`src/rtl/cpu_run_controller.sv`:
```
// cpu_run_controller: execution sequencer in front of the 8-bit, 24-bit-instruction CPU core.
//   Holds the core in reset after power-up and gates its clock-enable.
//   Accepts RUN/HALT/STEP/SET_BP commands over a valid/ready port.
//   Stops the core on a PC breakpoint or a HALT opcode.
//   Counts executed cycles for the debug/host side.
// Optional feature: define RUN_LIMIT_EN to bound each RUN to RUN_LIMIT executed cycles.
// Ports:
//   CLK, reset (async, active-low)
//   cmd_valid/cmd_ready/cmd_op/cmd_data : command port (0=RUN,1=HALT,2=STEP,3=SET_BP)
//   pc, opcode                          : current core PC and opcode of the instruction at pc
//   core_en (combinational), core_reset : core advance enable / active-high core reset
//   halted, done, stop_reason           : status (done is a one-cycle pulse on stop)
//   cycle_count                         : saturating count of cycles with core_en=1
module cpu_run_controller #(
  parameter int unsigned PC_W         = 8,
  parameter int unsigned CNT_W        = 16,
  parameter logic [3:0]  HALT_OPCODE  = 4'hF,
  parameter int unsigned RESET_CYCLES = 2
`ifdef RUN_LIMIT_EN
  ,
  parameter int unsigned RUN_LIMIT    = 1000
`endif
) (
  input  logic             CLK,
  input  logic             reset,
  input  logic             cmd_valid,
  output logic             cmd_ready,
  input  logic [1:0]       cmd_op,
  input  logic [PC_W:0]    cmd_data,
  input  logic [PC_W-1:0]  pc,
  input  logic [3:0]       opcode,
  output logic             core_en,
  output logic             core_reset,
  output logic             halted,
  output logic             done,
  output logic [2:0]       stop_reason,
  output logic [CNT_W-1:0] cycle_count
);

  localparam int unsigned     RC_W    = (RESET_CYCLES > 1) ? $clog2(RESET_CYCLES) : 1;
  localparam logic [RC_W-1:0] RC_LAST = RC_W'(RESET_CYCLES - 1);

  localparam logic [1:0] OP_RUN    = 2'd0;
  localparam logic [1:0] OP_HALT   = 2'd1;
  localparam logic [1:0] OP_STEP   = 2'd2;
  localparam logic [1:0] OP_SET_BP = 2'd3;

  localparam logic [2:0] SR_HALT_CMD = 3'd0;
  localparam logic [2:0] SR_BP       = 3'd1;
  localparam logic [2:0] SR_HALT_OP  = 3'd2;
  localparam logic [2:0] SR_STEP     = 3'd3;
`ifdef RUN_LIMIT_EN
  localparam logic [2:0] SR_LIMIT    = 3'd4;
`endif

  typedef enum logic [1:0] {ST_RST, ST_IDLE, ST_RUN, ST_STEP} state_t;

  state_t          r_state,   w_state_nxt;
  logic [RC_W-1:0] r_rst_cnt, w_rst_cnt_nxt;
  logic            r_resume,  w_resume_nxt;
  logic            r_bp_en,   w_bp_en_nxt;
  logic [PC_W-1:0] r_bp_addr, w_bp_addr_nxt;
  logic            r_done,    w_done_nxt;
  logic [2:0]      r_reason,  w_reason_nxt;
  logic [CNT_W-1:0] r_cycle_cnt;
  logic            w_core_en;
  logic            w_fire;
  logic            w_halt_op;
  logic            w_bp_hit;
`ifdef RUN_LIMIT_EN
  logic [CNT_W-1:0] r_run_cnt, w_run_cnt_nxt;
  logic             w_limit;
`endif

  // State-decoded status outputs
  assign cmd_ready   = (r_state == ST_IDLE) || (r_state == ST_RUN);
  assign core_reset  = (r_state == ST_RST);
  assign halted      = (r_state == ST_IDLE);
  assign core_en     = w_core_en;
  assign done        = r_done;
  assign stop_reason = r_reason;
  assign cycle_count = r_cycle_cnt;

  assign w_fire    = cmd_valid & cmd_ready;
  assign w_halt_op = (opcode == HALT_OPCODE);
  // resume masks the breakpoint for the first RUN cycle so a restart at the bp PC makes progress
  assign w_bp_hit  = r_bp_en & (pc == r_bp_addr) & ~r_resume;
`ifdef RUN_LIMIT_EN
  assign w_limit   = (r_run_cnt >= CNT_W'(RUN_LIMIT));
`endif

  // Next-state, core enable and stop bookkeeping
  always_comb begin
    w_state_nxt   = r_state;
    w_rst_cnt_nxt = r_rst_cnt;
    w_resume_nxt  = r_resume;
    w_bp_en_nxt   = r_bp_en;
    w_bp_addr_nxt = r_bp_addr;
    w_done_nxt    = 1'b0;
    w_reason_nxt  = r_reason;
    w_core_en     = 1'b0;

    if (w_fire && (cmd_op == OP_SET_BP)) begin
      w_bp_en_nxt   = cmd_data[PC_W];
      w_bp_addr_nxt = cmd_data[PC_W-1:0];
    end

    case (r_state)
      ST_RST: begin
        if (r_rst_cnt == RC_LAST) begin
          w_state_nxt = ST_IDLE;
        end else begin
          w_rst_cnt_nxt = RC_W'(r_rst_cnt + 1'b1);
        end
      end
      ST_IDLE: begin
        if (w_fire && (cmd_op == OP_RUN)) begin
          w_state_nxt  = ST_RUN;
          w_resume_nxt = 1'b1;
        end else if (w_fire && (cmd_op == OP_STEP)) begin
          w_state_nxt = ST_STEP;
        end
      end
      ST_RUN: begin
        w_resume_nxt = 1'b0;
        if (w_halt_op) begin
          w_state_nxt  = ST_IDLE;
          w_done_nxt   = 1'b1;
          w_reason_nxt = SR_HALT_OP;
        end else if (w_bp_hit) begin
          w_state_nxt  = ST_IDLE;
          w_done_nxt   = 1'b1;
          w_reason_nxt = SR_BP;
`ifdef RUN_LIMIT_EN
        end else if (w_limit) begin
          w_state_nxt  = ST_IDLE;
          w_done_nxt   = 1'b1;
          w_reason_nxt = SR_LIMIT;
`endif
        end else begin
          // HALT command still lets the current instruction retire
          w_core_en = 1'b1;
          if (w_fire && (cmd_op == OP_HALT)) begin
            w_state_nxt  = ST_IDLE;
            w_done_nxt   = 1'b1;
            w_reason_nxt = SR_HALT_CMD;
          end
        end
      end
      ST_STEP: begin
        w_state_nxt = ST_IDLE;
        w_done_nxt  = 1'b1;
        if (w_halt_op) begin
          w_reason_nxt = SR_HALT_OP;
        end else begin
          w_core_en    = 1'b1;
          w_reason_nxt = SR_STEP;
        end
      end
      default: w_state_nxt = ST_RST;
    endcase
  end

`ifdef RUN_LIMIT_EN
  // Per-RUN executed-cycle counter
  always_comb begin
    w_run_cnt_nxt = r_run_cnt;
    if ((r_state == ST_IDLE) && w_fire && (cmd_op == OP_RUN)) begin
      w_run_cnt_nxt = '0;
    end else if ((r_state == ST_RUN) && w_core_en) begin
      w_run_cnt_nxt = CNT_W'(r_run_cnt + 1'b1);
    end
  end

  always_ff @(posedge CLK or negedge reset) begin
    if (!reset) begin
      r_run_cnt <= '0;
    end else begin
      r_run_cnt <= w_run_cnt_nxt;
    end
  end
`endif

  // State and status registers
  always_ff @(posedge CLK or negedge reset) begin
    if (!reset) begin
      r_state     <= ST_RST;
      r_rst_cnt   <= '0;
      r_resume    <= 1'b0;
      r_bp_en     <= 1'b0;
      r_bp_addr   <= '0;
      r_done      <= 1'b0;
      r_reason    <= SR_HALT_CMD;
      r_cycle_cnt <= '0;
    end else begin
      r_state   <= w_state_nxt;
      r_rst_cnt <= w_rst_cnt_nxt;
      r_resume  <= w_resume_nxt;
      r_bp_en   <= w_bp_en_nxt;
      r_bp_addr <= w_bp_addr_nxt;
      r_done    <= w_done_nxt;
      r_reason  <= w_reason_nxt;
      if (w_core_en && (r_cycle_cnt != '1)) begin
        r_cycle_cnt <= CNT_W'(r_cycle_cnt + 1'b1);
      end
    end
  end

endmodule

```
`config.mk`:
```
export PLATFORM = sky130hd
export DESIGN_NAME = cpu_run_controller
export DESIGN_NICKNAME = d
export VERILOG_FILES = /design/src/rtl/cpu_run_controller.sv
export SDC_FILE = /design/constraint.sdc
export NUM_CORES = 1
export LEC_CHECK = 0
export BUFFER_PORTS_ARGS = -buffer_cell sky130_fd_sc_hd__buf_2
export CELL_PAD_IN_SITES_DETAIL_PLACEMENT = 0
export CELL_PAD_IN_SITES_GLOBAL_PLACEMENT = 1
export CORE_AREA = 8 8 91 93
export DETAILED_ROUTE_END_ITERATION = 8
export DIE_AREA = 0 0 99 101
export PLACE_DENSITY_LB_ADDON = 0.1
export SETUP_SLACK_MARGIN = 0.3
export SYNTH_ARGS = -nofsm -noshare
export SYNTH_HDL_FRONTEND = slang
export SYNTH_SLANG_ARGS = --single-unit
```
`constraint.sdc`:
```
create_clock -name CLK -period 3.5 [get_ports CLK]
set_input_delay 0.35 -clock CLK [delete_from_list [all_inputs] [get_ports CLK]]
set_output_delay 0.35 -clock CLK [all_outputs]
set_load 0.05 [all_outputs]
```
==> flow_metrics.tcl, run 1 <==
set metrics [dict create \
    critical-path-slowest-cell "sky130_fd_sc_hd__nor4_4" \
    timing.critical_path.arrival_ns 2.00 \
    worst_setup_path_start_kind "flip-flop" \
    path_max_fanout 16 \
    buffer_ports.inserted 48 \
    yosys_register_bits 32 \
    setup_slack_ns 1.15 \
    setup_tns_ns 0 \
    clock_latency_ns 0.29 \
    maximum_buffer_depth_of_the_clock_tree 2 \
    detailedRoute.firstPassIterationCount 4 \
    yosysWarnings 0 \
    synthesis.instances 156 \
    detailroute.via_count 1349 \
    share_of_post_route_cells_with_drive_strength_above_1 0.371 \
    critical_path_sink_type "primary output" \
    cts.root.buffer_cell "sky130_fd_sc_hd__clkbuf_8" \
    critical_path_class "reg -> out" \
    drt-vias-per-instance 4.62 \
    regToRegSetupSlack_ns 1.37 \
    crit_path_cell_trace "xor2_1 -> nor4_4 -> nand4b_4 -> nor2b_1 -> buf_2" \
    max_clock_freq_ghz 0.426 \
    synthesis.nets 187 \
    slew-limit-headroom 0.507 \
    worst_ir_drop_vdd_uv 292 \
    worst-r2r-cell-count 7 \
    tritoncts.num_buffers 5 \
    p_per_area_nw_per_um2 734 \
    fin_crit_ns 2.35 \
    critical_r2r_capture "cycle_count[15]$_DFFE_PN0P_" \
    nNetsFinal 240 \
    critical_path.endpoint "core_en" \
    synth-seq-area-share 0.461 \
    min-delay-path-class "in -> async" \
    report.final.slew_viol_count 0 \
    synth.distinct_cells 40 \
    outcome "finished, final reports clean" \
    average_wire_per_standard_cell_um 14.8 \
    post_cts_resize_count 0 \
    drtAntennaViolNets 0 \
    first_global_vias 1442 \
    unrepaired_setup_endpoints_after_global_routing "false" \
    hold_viol_final 0 \
    grt_max_degree 33 \
    cts-htree-levels 2 \
    grt.total_usage 0.0923 \
    cap_violations 0 \
    layout_commonest_cell "sky130_fd_sc_hd__buf_2" \
    first_pass_grt_wire_length_mm 7.15 \
    cellLeakagePower_nw 1.01 \
    clock-skew-final_ns 0.00882 \
    initialDrtViolationCount 67 \
    cts_setup_buffers 0 \
    routabilityCongestion 0.783 \
    worst_setup_hold_path_clk_slew_ns 0.07 \
    dp_hpwl_mm 3.38 \
    hold_buffers 0 \
    tightestPinTransition_ns 0.740 \
    grt_antenna_before_repair 0 \
    post-route-period-util 0.670 \
    dieWidth_um 99 \
    critical-path-max-stage-delay_ns 0.41 \
    postSynthAreaPerCell_um2 11.1 \
    routed_wl_mm 4.32 \
    core_area_um2 6940 \
    die_h_um 101 \
    drcViolationCount 0 \
    std_cell_rows 31 \
    report.final.setup_viol 0 \
    worst_path_required_time_ns 3.15 \
    fillCellCount 727 \
    regToRegStartpoint "r_state[0]$_DFFE_PN0P_" \
    detailedPlace.worstSlack_ns 1.37 \
    beginning_of_the_critical_path "r_bp_addr[5]$_DFFE_PN0P_" \
    layout_common_cells "48 x sky130_fd_sc_hd__buf_2, 32 x sky130_fd_sc_hd__dfrtp_1, 12 x sky130_fd_sc_hd__nand4_1, 12 x sky130_fd_sc_hd__nand2_1, 12 x sky130_fd_sc_hd__xnor2_1" \
    boundaryPins 50 \
    sequential_cell_area_um2 801 \
    die_area_um2 10000 \
    initial_utilization 0.250 \
    diodes 0 \
    syn-cell-area_um2 1740 \
    synth_to_layout_area_growth_pct 24.4 \
    cts.sink_count 32 \
    tritoncts "built" \
    gr-total-overflow 0 \
    multi_input_gate_area_in_the_final_layout_um2 907 \
]
-- cells in the mapped netlist, drive strengths merged --
library cell / instances / area share
nand4: 12 / 0.043
nand3b: 1 / 0.0043
a21oi: 4 / 0.012
nand3: 8 / 0.023
nand2b: 3 / 0.011
and4bb: 2 / 0.014
a31oi: 2 / 0.0072
nand4b: 1 / 0.014
ha: 5 / 0.036
o31ai: 1 / 0.0043
or2: 3 / 0.011
nor3b: 2 / 0.0086
xnor2: 12 / 0.061
nor3: 3 / 0.014
mux2: 13 / 0.087
a21bo: 1 / 0.0058
and2: 1 / 0.0036
o22ai: 1 / 0.0036
nor4b: 1 / 0.0050
o2bb2ai: 1 / 0.0050
buf: 2 / 0.0072
nand2: 12 / 0.026
mux2i: 3 / 0.017
and3: 4 / 0.014
nor4: 2 / 0.016
o22a: 2 / 0.010
xor2: 8 / 0.040
conb: 1 / 0.0022
nor2b: 1 / 0.0036
o21ai: 2 / 0.0058
dfrtp: 32 / 0.46
inv: 4 / 0.0086
nor2: 6 / 0.014
-- through the flow --
stage	util	hold slack, ns	instance area [um^2]	cells	total power, mW
after floorplan	-	0.0544	1740	156	1.13
after global placement	0.298	0.451	2070	284	1.29
after detailed placement	0.298	0.446	2070	284	1.31
after CTS	0.311	0.158	2160	292	1.62
after global routing	0.311	0.187	2160	292	1.70
final	0.311	0.116	2160	292	1.58
-- critical path, delay by kind of cell, from the launching register on --
family,cells,cell delay [ns]
XOR/XNOR,1,0.19
buffers and inverters,1,0.22
flip-flops,1,0.39
AND/OR/NAND/NOR,3,0.92
-- worst min path at each step --
| stage | to | slack (ns) |
|---|---|---|
| 2_1_floorplan | cycle_count[0]$_DFFE_PN0P_ | 0.05 |
| 3_3_place_gp | r_rst_cnt$_DFFE_PN0P_ | 0.45 |
| 3_5_place_dp | r_rst_cnt$_DFFE_PN0P_ | 0.45 |
| 4_1_cts | stop_reason[0]$_DFFE_PN0P_ | 0.16 |
| 5_1_grt | r_state[1]$_DFFE_PN0P_ | 0.19 |
| 6_report | r_rst_cnt$_DFFE_PN0P_ | 0.12 |
-- sequential cells by signal, summed over array words and instances, names as in the netlist --
name / count
r_state: 2
done: 1
r_bp_en: 1
r_bp_addr: 8
cycle_count: 16
r_rst_cnt: 1
stop_reason: 2
r_resume: 1
-- power breakdown --
group / switching (mW) / internal, mW
clock network: 0.143 / 0.157
logic: 0.479 / 0.244
registers: 0.0862 / 0.474
total: 0.708 / 0.875
-- logic make-up (layout without fill, tap and decap cells) --
group           count (synthesis)  after routing  share of synthesized area
mux                            16             16                      0.104
compound gates                 14             14                     0.0534
simple gates                   62             62                      0.226
other cells                     1              1                    0.00216
buf+inv                         6             60                     0.0159
flops                          32             32                      0.461
fa+ha+maj                       5              5                     0.0360
xor+xnor                       20             20                      0.101
-- cell type report --
class	count	share of cell area
Clock buffer	6	0.0383
Clock inverter	2	0.00464
Inverter	4	0.00696
Multi-Input combinational cell	118	0.420
Sequential cell	32	0.371
Tap cell	82	0.0475
Timing Repair Buffer	48	0.111
-- layer usage --
metal	wire, um	GRT usage	vias up
met5	0	0	-
met1	1860	0.103	650
met3	195	0.0304	5
met4	42	0.0390	0
met2	2220	0.157	28
li1	-	-	666
(Power assumes the default switching activity.)
==> inputs of run 2 (changes only) <==
- clock period: 3.5 -> 2.1 ns (I/O delays scaled with it)
==> run 2 against run 1 <==
Highest routed layer unchanged. Clock-buffer cell count is 1 higher. Routed wire length is 11% higher. Sequential share of layout area is 3.3 points lower. Worst hold slack worse by 0.13 ns. Final cell count is 6.5% higher. Sequential power is 71% higher. Die area stayed put. Register-to-register slack worse by 1.2 ns. First-iteration DRC count is 22% higher. The run now ends with negative hold slack left. Combinational power is 110% higher. Non-clock buffer count is 19 higher.
==> flow_metrics.tcl, run 2 (same netlist as run 1, synthesis figures left out) <==
set metrics [dict create \
    place_area_um2 2150 \
    drcViolationCount 0 \
    place_inst 289 \
    slew-limit-headroom 0.492 \
    unrepaired_setup_endpoints_after_global_routing "true" \
    core_area_um2 6940 \
    grt_antenna_before_repair 0 \
    drtAntennaViolNets 0 \
    initial_utilization 0.250 \
    hold_buffers 0 \
    multi_input_gate_area_in_the_final_layout_um2 1000 \
    worst_setup_path_start_kind "flip-flop" \
    layout_common_cells "47 x sky130_fd_sc_hd__buf_2, 22 x sky130_fd_sc_hd__dfrtp_1, 18 x sky130_fd_sc_hd__buf_4" \
    worst_ir_drop_vdd_uv 526 \
    routabilityCongestion 0.842 \
    tightestPinTransition_ns 0.762 \
    dp_hpwl_mm 3.50 \
    average_wire_per_standard_cell_um 15.4 \
    nNetsFinal 259 \
    fin_crit_ns 1.92 \
    buffer_ports.inserted 48 \
    std_cell_rows 31 \
    crit_buf_inv 1 \
    detailedRoute.firstPassIterationCount 4 \
    holdWs_ns -0.0108 \
    grt_max_degree 33 \
    crit_path_cell_trace "xor2_2 -> nor4_4 -> nand4b_4 -> nor2b_4 -> buf_6" \
    cts.sink_count 32 \
    outcome "complete, but fails checks" \
    max_clock_freq_ghz 0.522 \
    tritoncts "built" \
    fillCellCount 712 \
    finalInstanceArea_um2 2400 \
    detailroute.via_count 1463 \
    critical_path_sink_type "primary output" \
    cellLeakagePower_nw 1.11 \
    timing.critical_path.arrival_ns 1.71 \
    layout_commonest_cell "sky130_fd_sc_hd__buf_2" \
    synth_to_layout_area_growth_pct 38.6 \
    boundaryPins 50 \
    gr-total-overflow 0 \
    diodes 0 \
    critical_r2r_capture "cycle_count[12]$_DFFE_PN0P_" \
    die_area_um2 10000 \
    hold_viol_final 18 \
    cts.root.buffer_cell "sky130_fd_sc_hd__clkbuf_8" \
    worst-r2r-cell-count 6 \
    initialDrtViolationCount 82 \
    critical_path_class "reg -> out" \
    clock_latency_ns 0.29 \
    setup_tns_ns 0 \
    regToRegSetupSlack_ns 0.19 \
    dieWidth_um 99 \
    worst_setup_hold_path_clk_slew_ns 0.07 \
    largest_reg_flops 16 \
    critical-path-max-stage-delay_ns 0.40 \
    cts-htree-levels 2 \
    tritoncts.num_buffers 5 \
    final_util 0.346 \
    crit_family "simple AND/OR/NAND/NOR gates" \
    path_max_fanout 2 \
    die_h_um 101 \
    critical-path-slowest-cell "sky130_fd_sc_hd__dfrtp_1" \
    cap_violations 0 \
    first_global_vias 1548 \
    report.final.setup_viol 0 \
    fin_cells 311 \
    clock-skew-final_ns 0.00523 \
    maximum_buffer_depth_of_the_clock_tree 2 \
    min-delay-path-class "in -> async" \
    p_per_area_nw_per_um2 1220 \
    grt.total_usage 0.0994 \
    worst_path_required_time_ns 1.89 \
    drt-vias-per-instance 4.70 \
    failed_checks "negative hold slack" \
    first_pass_grt_wire_length_mm 7.72 \
    report.final.slew_viol_count 0 \
    share_of_post_route_cells_with_drive_strength_above_1 0.515 \
    regToRegStartpoint "r_bp_addr[2]$_DFFE_PN0P_" \
    routed_wl_mm 4.80 \
    post-route-period-util 0.913 \
    sequential_cell_area_um2 813 \
]
## run 2: layer usage
layer  part of all wire  vias up  track usage
met5                  0        -            0
met4              0.013        0       0.0401
met3              0.041        5       0.0297
met2               0.54       27        0.183
met1               0.41      724        0.102
li1                   -      707            -
## run 2: layout make-up
cell class	instances	area share
tap	82	0.0427
clock buffer	7	0.0317
multi-input combinational	118	0.416
sequential	32	0.338
clock inverter	1	0.00208
inverter	4	0.00624
timing repair buffer	67	0.163
## run 2: worst max-delay path by stage
stage / end / cells past startpoint / from
floorplan: cycle_count[15]$_DFFE_PN0P_ / 7 / r_state[0]$_DFFE_PN0P_
global placement: cycle_count[15]$_DFFE_PN0P_ / 7 / r_state[0]$_DFFE_PN0P_
detailed placement: cycle_count[15]$_DFFE_PN0P_ / 7 / r_state[0]$_DFFE_PN0P_
CTS: core_en / 5 / r_resume$_DFFE_PN0P_
global route: core_en / 5 / r_bp_addr[2]$_DFFE_PN0P_
finish: core_en / 5 / r_bp_addr[2]$_DFFE_PN0P_
## run 2: per-stage QoR
step / power (mW) / hold WS [ns] / setup slack, ns
2_1_floorplan: 1.96 / -0.0856 / 0.212
3_3_place_gp: 2.22 / 0.323 / 0.196
3_5_place_dp: 2.24 / 0.337 / 0.121
4_1_cts: 2.88 / 0.0222 / 0.148
5_1_grt: 3.12 / 0.0561 / 0.101
6_report: 2.93 / -0.0108 / 0.183
## run 2: power breakdown
part	internal [mW]	switching (mW)
logic	0.612	0.889
registers	0.801	0.159
clock network	0.233	0.238
total	1.65	1.29
## run 2: timing repair
action,in CTS,in global routing
setup buffers,7,7
endpoints found under the setup margin,27,28
pin swaps,5,7
resized for setup,14,4
endpoints found under the hold margin,0,0
==> inputs of run 3 (changes only) <==
- ABC_AREA: unset -> 1
- CORE_AREA: 8 8 91 93 -> 8 8 95 97
- DIE_AREA: 0 0 99 101 -> 0 0 103 105
==> run 3 against run 2 <==
The run now ends clean. Die area rose by 8.2%. Maximum frequency rose by 15%. Largest cell class unchanged. Highest routed layer unchanged. Global-route usage rose by 0.27 points. Combinational power fell by 13%.
==> flow_metrics.tcl, run 3 <==
set metrics [dict create \
    drt-vias-per-instance 4.16 \
    synth_to_layout_area_growth_pct 31.4 \
    path_max_fanout 4 \
    critical_path_sink_type "primary output" \
    synthesis.instances 254 \
    fin_crit_ns 1.66 \
    worst_setup_hold_path_clk_slew_ns 0.07 \
    cap_violations 0 \
    dp_hpwl_mm 4.00 \
    netlist_top_cells_area "sky130_fd_sc_hd__dfrtp_1 42%, sky130_fd_sc_hd__nand2_1 17%, sky130_fd_sc_hd__inv_1 6.7%" \
    worst_setup_path_start_kind "flip-flop" \
    synthTopCellsByCount "86 x sky130_fd_sc_hd__nand2_1, 34 x sky130_fd_sc_hd__inv_1, 32 x sky130_fd_sc_hd__dfrtp_1" \
    routabilityCongestion 0.714 \
    timing.critical_path.arrival_ns 1.45 \
    detailedRoute.firstPassIterationCount 3 \
    postSynth.asyncResetShare 1.00 \
    buffer_ports.inserted 48 \
    yosys.cell_count.top_type "sky130_fd_sc_hd__nand2_1" \
    std_cell_rows 32 \
    unrepaired_setup_endpoints_after_global_routing "true" \
    cellLeakagePower_nw 1.30 \
    layout_common_cells "83 x sky130_fd_sc_hd__nand2_1, 47 x sky130_fd_sc_hd__buf_2, 32 x sky130_fd_sc_hd__inv_1" \
    yosysWarnings 0 \
    cts.root.buffer_cell "sky130_fd_sc_hd__clkbuf_8" \
    report.final.setup_viol 0 \
    tritoncts.num_buffers 5 \
    initial_utilization 0.252 \
    detailroute.via_count 1733 \
    drtAntennaViolNets 0 \
    place_area_um2 2300 \
    die_area_um2 10800 \
    clock_latency_ns 0.28 \
    grt.total_usage 0.102 \
    clock-skew-final_ns 0.00715 \
    synth-seq-area-share 0.422 \
    cts-htree-levels 2 \
    initialDrtViolationCount 38 \
    tightestPinTransition_ns 0.768 \
    drcViolationCount 0 \
    maximum_buffer_depth_of_the_clock_tree 2 \
    post-route-period-util 0.793 \
    outcome "finished, final reports clean" \
    grt_antenna_before_repair 0 \
    synthesis.nets 285 \
    p_per_area_nw_per_um2 1100 \
    first_global_vias 1833 \
    regToRegSetupSlack_ns 0.46 \
    dominantRegCellSynth "sky130_fd_sc_hd__dfrtp_1" \
    slew-limit-headroom 0.488 \
    syn-cell-area_um2 1900 \
    synth_enable_flop_cells 0 \
    grt_max_degree 33 \
    cts.sink_count 32 \
    hold_viol_final 0 \
    routed_wl_mm 5.12 \
    layout_commonest_cell "sky130_fd_sc_hd__nand2_1" \
    yosys_register_bits 32 \
    die_h_um 105 \
    max_clock_freq_ghz 0.601 \
    worst_path_required_time_ns 1.89 \
    boundaryPins 50 \
    setup_tns_ns 0 \
    netlist.top_cell.by_area "sky130_fd_sc_hd__dfrtp_1" \
    average_wire_per_standard_cell_um 12.3 \
    report.final.slew_viol_count 0 \
    synth.distinct_cells 27 \
    synth_top_cell_area_share 0.422 \
    final_util 0.331 \
    critical_path_class "reg -> out" \
    dieWidth_um 103 \
    finalInstanceArea_um2 2490 \
    diodes 0 \
    min-delay-path-class "in -> async" \
    postSynthAreaPerCell_um2 7.47 \
    share_of_post_route_cells_with_drive_strength_above_1 0.305 \
    worst_ir_drop_vdd_uv 1060 \
    largest_reg_flops 16 \
    first_pass_grt_wire_length_mm 8.80 \
    core_area_um2 7530 \
    gr-total-overflow 0 \
    nNetsFinal 345 \
    tritoncts "built" \
]
==> run 3: changes by cell type after synthesis, sizes merged, moves of 4 or more <==
cell / delta
inv: +31
nand2: +76
xnor2: -6
nand4: -5
mux2: -11
nor2: +7
and3: -4
o21ai: +11
nand3: +17
nor3: +6
==> run 3: layout make-up <==
cell class	count	area [um^2]
Sequential cell	32	813
Tap cell	102	128
Inverter	35	131
Clock buffer	8	100
Multi-Input combinational cell	182	982
Fill cell	847	5030
Timing Repair Buffer	58	338
==> run 3: path summary, 6_finish.rpt <==
kind | to | from | depth (start not counted)
worst min register to register | r_rst_cnt$_DFFE_PN0P_ | r_rst_cnt$_DFFE_PN0P_ | 1
min in group CLK | r_bp_addr[7]$_DFFE_PN0P_ | cmd_data[7] | 3
worst max-delay path | core_en | r_state[0]$_DFFE_PN0P_ | 7
worst min-delay path | r_bp_addr[3]$_DFFE_PN0P_ | reset | 1
max in group asynchronous | cycle_count[3]$_DFFE_PN0P_ | reset | 1
worst max register to register | cycle_count[8]$_DFFE_PN0P_ | cycle_count[0]$_DFFE_PN0P_ | 9
==> run 3: through the flow <==
stage	hold WS [ns]	total power, mW	worst slack (ns)	instances
2_1_floorplan	-0.0856	1.87	0.302	254
4_1_cts	0.0323	2.76	0.290	413
6_report	0.000836	2.75	0.435	417
5_1_grt	0.0505	3.00	0.302	417
3_5_place_dp	0.345	2.18	0.296	404
3_3_place_gp	0.349	2.18	0.301	404
==> run 3: cells by family after synthesis <==
group / synth area share
simple gates: 0.337
buf+inv: 0.0864
flops: 0.422
compound gates: 0.0429
xor+xnor: 0.0646
fa+ha+maj: 0.0330
mux: 0.0119
other cells: 0.00198
==> run 3: what timing repair did <==
| action | in CTS | in global routing |
|---|---|---|
| gates resized for setup | 4 | 11 |
| pin swaps | 1 | 5 |
| hold buffers | 0 | 0 |
| setup buffers | 1 | 4 |
| endpoints found under the setup margin | 14 | 19 |
==> run 3: layer usage <==
layer,global-route usage,up-vias,part of all wire
met5,0,-,0
met4,0.0372,0,0.012
met3,0.0279,6,0.048
met2,0.163,35,0.47
met1,0.127,771,0.47
li1,-,921,-
==> run 3: critical path, cell delays in order, from the launching register on <==
cell and delay, ns:
sky130_fd_sc_hd__dfrtp_1 0.42, sky130_fd_sc_hd__inv_2 0.08, sky130_fd_sc_hd__ha_1 0.17, sky130_fd_sc_hd__inv_1 0.07, sky130_fd_sc_hd__nor2_2 0.11, sky130_fd_sc_hd__nand2_2 0.07
sky130_fd_sc_hd__nand2_4 0.10, sky130_fd_sc_hd__buf_8 0.15
==> run 3: power by group <==
group	switching, mW	internal (mW)
Combinational	0.895	0.412
Clock	0.229	0.299
Sequential	0.125	0.791
